File: src/rtl/fifo_pkg.sv
// fifo_pkg: shared FSM state type, default sizing and way-index width helper for the victim selector.
package fifo_pkg;
  typedef enum logic [1:0] {IDLE, SCAN, GRANT, FILL} state_t;
  localparam int DEF_SIZE = 4;
  localparam int DEF_CNT_W = 8;
  function automatic int way_w(input int n);
    return n > 1 ? $clog2(n) : 1;
  endfunction
endpackage

File: src/rtl/fifo_victim_sel.sv
// fifo_victim_sel: scans a snapshot of per-way ages one way per cycle and picks the FIFO replacement victim.
module fifo_victim_sel
  import fifo_pkg::*;
#(
  parameter int SIZE = DEF_SIZE,
  parameter int CNT_W = DEF_CNT_W,
  localparam int WAY_W = way_w(SIZE)
) (
  input  logic                  clk,
  input  logic                  rst_n,
  input  logic                  req_valid,
  output logic                  req_ready,
  input  logic [SIZE*CNT_W-1:0] age_in,
  input  logic [SIZE-1:0]       way_valid,
  output logic                  victim_valid,
  input  logic                  victim_ready,
  output logic [WAY_W-1:0]      victim_way,
  input  logic                  fill_done,
  output logic [SIZE-1:0]       write_way,
  output logic                  busy
);
  state_t state, state_d;
  logic [SIZE-1:0][CNT_W-1:0] snap_age;
  logic [SIZE-1:0] snap_valid;
  logic [WAY_W-1:0] idx, best_idx;
  logic [CNT_W-1:0] best_age;
  logic found_inv;
  logic last;
  assign last = idx == WAY_W'(SIZE - 1);
  assign req_ready = state == IDLE;
  assign busy = state != IDLE;
  assign victim_valid = state == GRANT;
  assign victim_way = victim_valid ? best_idx : '0;
  always_ff @(posedge clk) begin
    if (!rst_n) state <= IDLE;
    else state <= state_d;
  end
  always_comb begin
    state_d = state == IDLE  ? (req_valid ? SCAN : IDLE) :
              state == SCAN  ? (last ? GRANT : SCAN) :
              state == GRANT ? (victim_ready ? FILL : GRANT) :
                               (fill_done ? IDLE : FILL);
  end
  // Once an invalid way is found the search is frozen: it beats any valid way.
  always_ff @(posedge clk) begin
    if (!rst_n) begin
      snap_age <= '0;
      snap_valid <= '0;
      idx <= '0;
      best_idx <= '0;
      best_age <= '0;
      found_inv <= 1'b0;
      write_way <= '0;
    end else begin
      write_way <= (state == FILL && fill_done) ? SIZE'(1) << best_idx : '0;
      if (state == IDLE && req_valid) begin
        snap_age <= age_in;
        snap_valid <= way_valid;
        idx <= '0;
        best_idx <= '0;
        best_age <= '0;
        found_inv <= 1'b0;
      end else if (state == SCAN) begin
        idx <= idx + WAY_W'(1);
        if (!found_inv && !snap_valid[idx]) begin
          best_idx <= idx;
          found_inv <= 1'b1;
        end else if (!found_inv && snap_age[idx] > best_age) begin
          best_idx <= idx;
          best_age <= snap_age[idx];
        end
      end
    end
  end
endmodule

File: config.mk
export PLATFORM = sky130hd
export DESIGN_NAME = fifo_victim_sel
export DESIGN_NICKNAME = d
export VERILOG_FILES = /design/src/rtl/fifo_pkg.sv /design/src/rtl/fifo_victim_sel.sv
export SDC_FILE = /design/constraint.sdc
export NUM_CORES = 1
export LEC_CHECK = 0
export BUFFER_PORTS_ARGS = -buffer_cell sky130_fd_sc_hd__clkbuf_2
export CAP_MARGIN = 20
export CORE_MARGIN = 10
export CORE_UTILIZATION = 32
export CTS_BUF_LIST = sky130_fd_sc_hd__clkbuf_2 sky130_fd_sc_hd__clkbuf_4 sky130_fd_sc_hd__clkbuf_8
export DETAILED_ROUTE_END_ITERATION = 6
export GPL_TIMING_DRIVEN = 0
export PLACE_DENSITY_LB_ADDON = 0.25
export SYNTH_ARGS = -nofsm -noshare
export SYNTH_HDL_FRONTEND = slang
export SYNTH_SLANG_ARGS = --single-unit
export TNS_END_PERCENT = 30
File: constraint.sdc
create_clock -name clk -period 2.9 [get_ports clk]
set_clock_uncertainty 0.2 [all_clocks]
set_input_delay 0.58 -clock clk [delete_from_list [all_inputs] [get_ports clk]]
set_output_delay 0.58 -clock clk [all_outputs]
set_load 0.01 [all_outputs]
==> metrics.txt <==
# TYPE chip_impl_metric gauge
chip_impl_info{name="outcome",value="finished, final reports clean"} 1
chip_impl_metric{name="yosysUniqueCellTypes",unit=""} 27
chip_impl_metric{name="irDropWorstVdd",unit="mV"} 0.2101
chip_impl_metric{name="clock_sink_count",unit=""} 55
chip_impl_metric{name="cts_inserted_buffers",unit=""} 5
chip_impl_metric{name="report.power.total",unit="mW"} 1.461
chip_impl_metric{name="fp.dieH",unit="um"} 109.3
chip_impl_metric{name="first_global_vias",unit=""} 2134
chip_impl_metric{name="coreArea",unit="sq um"} 7727
chip_impl_metric{name="post_drt_wl_per_cell",unit="um"} 13.35
chip_impl_metric{name="post-route-min-period",unit="ps"} 2708
chip_impl_info{name="critPathLaunchType",value="flop"} 1
chip_impl_metric{name="netlist_area",unit="sq um"} 2551
chip_impl_metric{name="grt_start_max_net_pins",unit=""} 17
chip_impl_metric{name="sequential_element_share_of_the_synthesized_area",unit="%"} 43.16
chip_impl_info{name="main_synth_ff_type",value="dfxtp_1"} 1
chip_impl_metric{name="fp-row-count",unit=""} 32
chip_impl_metric{name="power-per-cell-area",unit="nW/um^2"} 482.7
chip_impl_metric{name="tightest_slew",unit="ps"} 498.3
chip_impl_info{name="cp_slowest_cell",value="mux4_2"} 1
chip_impl_metric{name="highest_fanout_seen_on_the_critical_path",unit=""} 10
chip_impl_metric{name="boundaryPins",unit=""} 50
chip_impl_metric{name="fillCellCount",unit=""} 800
chip_impl_metric{name="via_per_inst",unit=""} 4.534
chip_impl_metric{name="maxcap_viol_count",unit=""} 0
chip_impl_info{name="critical_path_sink_type",value="flop"} 1
chip_impl_metric{name="synth_cells",unit=""} 283
chip_impl_metric{name="required_time_worst_endpoint",unit="ps"} 2880
chip_impl_metric{name="maxSlewHeadroom",unit="%"} 66.78
chip_impl_metric{name="ys_async_sr_fraction",unit="%"} 0
chip_impl_metric{name="mappedNetlistNets",unit=""} 333
chip_impl_metric{name="drtAntennaViolNets",unit=""} 0
chip_impl_metric{name="global_route_wire_length_before_repair",unit="mm"} 10.17
chip_impl_metric{name="final_min_period_over_clock_period",unit="%"} 93.37
chip_impl_info{name="path_delay_family",value="multiplexers"} 1
chip_impl_metric{name="holdWs",unit="ps"} 264.1
chip_impl_info{name="tritoncts",value="yes"} 1
chip_impl_info{name="setup_repair_after_global_routing_missed_its_margin",value="false"} 1
chip_impl_metric{name="timing.fmax",unit="GHz"} 0.3693
chip_impl_metric{name="gp_congestion",unit=""} 0.7734
chip_impl_metric{name="drt-pass1-iter-count",unit=""} 4
chip_impl_info{name="ctsRootBufferMaster",value="clkbuf_8"} 1
chip_impl_metric{name="drive_gt1_share",unit="%"} 24.12
chip_impl_metric{name="syn2layout_area_growth",unit="%"} 18.59
chip_impl_metric{name="routed-via-count",unit=""} 2004
chip_impl_metric{name="routed_wirelength",unit="mm"} 5.901
chip_impl_metric{name="synth_edf_count",unit=""} 0
chip_impl_info{name="hold_path_class",value="flop to flop"} 1
chip_impl_metric{name="groute.usage.overall",unit="%"} 10.56
chip_impl_metric{name="critPathBufInv",unit=""} 1
chip_impl_metric{name="maxSlewViolCount",unit=""} 0
chip_impl_metric{name="design.final.nets",unit=""} 389
chip_impl_metric{name="cts_hold_repair.buffers",unit=""} 0
chip_impl_metric{name="reg2reg_setup_slack",unit="ps"} 190
chip_impl_metric{name="yosysWarningCount",unit=""} 0
chip_impl_info{name="critical_path_class",value="flop to flop"} 1
chip_impl_metric{name="static-leakage-power",unit="nW"} 1.265
chip_impl_metric{name="postSynthRegisterBits",unit=""} 55
chip_impl_metric{name="timing.setup.tns",unit="ps"} 0
chip_impl_metric{name="worst_path_largest_cell_delay",unit="ps"} 550
chip_impl_metric{name="number_of_antenna_violations_at_the_first_check_in_global_routing",unit=""} 0
chip_impl_metric{name="finalHoldViolations",unit=""} 0
chip_impl_metric{name="worst-endpoint-arrival",unit="ps"} 2690
chip_impl_metric{name="synthesis.area_per_instance",unit="sq um"} 9.015
chip_impl_info{name="crit_path_cell_chain",value="buf_4 > mux4_2 > ha_1 > nand2_1 > o21a_1 > a31oi_2 > o211ai_4 > mux2i_1"} 1
chip_impl_metric{name="die_area",unit="sq um"} 11940
chip_impl_metric{name="route.detailed.drc",unit=""} 0
chip_impl_metric{name="worst_setup_hold_path_clk_slew",unit="ps"} 90
chip_impl_metric{name="grt_remaining_overflow",unit=""} 0
chip_impl_metric{name="dp.final_hpwl",unit="mm"} 4.600
chip_impl_metric{name="drt_first_iter_violations",unit=""} 40
chip_impl_metric{name="clock_tree.buffer_depth",unit=""} 2
chip_impl_metric{name="die_extent_in_x",unit="um"} 109.3
chip_impl_metric{name="antenna_cells_inserted",unit=""} 0
chip_impl_metric{name="setup_bufs_post_cts",unit=""} 0
chip_impl_metric{name="portBuffers",unit=""} 49
chip_impl_metric{name="final_count_of_negative_setup_slack_endpoints",unit=""} 0
chip_impl_metric{name="final_core_util",unit="%"} 39.15
chip_impl_metric{name="initial_util",unit="%"} 33.01
chip_impl_metric{name="clock_insertion_delay_worst_skew",unit="ps"} 310
chip_impl_metric{name="ctsHtreeMaxLevel",unit=""} 2
==> path summary, 6_finish.rpt <==
check,startpoint,endpoint,cells past startpoint
worst min-delay path,best_age[4],best_age[4],2
worst max-delay path,idx[0],best_age[5],8
worst min register to register,best_age[4],best_age[4],2
worst max register to register,idx[0],best_age[5],8
==> registers in the layout, indices dropped and copies added, names as in the netlist <==
signal,count
best_age,8
idx,2
write_way,4
snap_age,32
snap_valid,4
state,2
best_idx,2
found_inv,1
==> per-stage QoR <==
stage                     worst slack [ps]  instance area (sq um)  cells
after CTS                            15.86                   3015    442
final                                192.4                   3025    442
after global routing                 6.169                   3025    442
after detailed placement             14.10                   2924    434
after floorplan                      330.9                   2551    283
after global placement               46.45                   2924    434
==> per-layer routing <==
metal	global-route usage, %	wire, um	part of all wire, %	vias up
li1	-	-	-	1051
met1	12.50	2677	45	914
met2	18.08	2894	49	32
met3	2.750	242	4.1	7
met4	3.810	88	1.5	0
met5	0	0	0	-
==> synthesized netlist by cell type (5+ instances only) <==
cell type | instances | area [sq um]
buf_2 | 7 | 35.03
and2_1 | 5 | 31.28
a21boi_0 | 36 | 270.3
nor2_1 | 6 | 22.52
nand2_1 | 99 | 371.6
inv_1 | 11 | 41.29
dfxtp_1 | 55 | 1101
ha_1 | 9 | 112.6
clkbuf_1 | 6 | 22.52
mux4_2 | 9 | 202.7
mux2i_1 | 13 | 130.1
==> kinds of logic (layout without fill, tap and decap cells) <==
family                     after synthesis  count (layout)  share of synthesized area, %
buffers and inverters                   28              85                         5.051
and+or+nand+nor                        121             121                         19.91
DFF                                     55              55                         43.16
muxes                                   22              22                         13.05
xor gates and xnor gates                 1               1                        0.3434
AOI/OAI and AO/OA                       47              47                         14.08
adders and majority gates                9               9                         4.414
==> cell usage in the layout, fill, tap and decap left out, types with 6 or more instances in the layout <==
cell type,count
a21boi_0,36
mux2i_1,13
mux4_2,9
inv_1,11
dfxtp_1,55
ha_1,9
nand2_1,99
clkbuf_1,6
nor2_1,6
clkbuf_2,49
==> what timing repair did <==
| action | in CTS | in global routing |
|---|---|---|
| resized for setup | 1 | 4 |
| endpoints found under the hold margin | 0 | 0 |
| setup endpoints to repair | 2 | 10 |
==> power breakdown <==
group	switching, mW	internal [mW]	total [mW]
Sequential	0.0199	0.790	0.810
Clock	0.245	0.179	0.423
Combinational	0.123	0.104	0.227
==> worst register-to-register path, stage by stage (launching register included) <==
cell and delay, ps:
dfxtp_1 390, buf_4 240, mux4_2 560, ha_1 340, nand2_1 50, o21a_1 200
a31oi_2 220, o211ai_4 220, mux2i_1 170
==> cell type report <==
cell class,instances,area [sq um],share of cell area [%]
Multi-Input combinational cell,200,1325,43.80
Sequential cell,55,1101,36.39
Timing Repair Buffer,49,245.2,8.106
Tap cell,102,127.6,4.218
Buffer,17,96.34,3.184
Clock buffer,6,76.32,2.523
Inverter,11,41.29,1.365
Clock inverter,2,12.51,0.4136
Power figures use the tool's default switching activity.
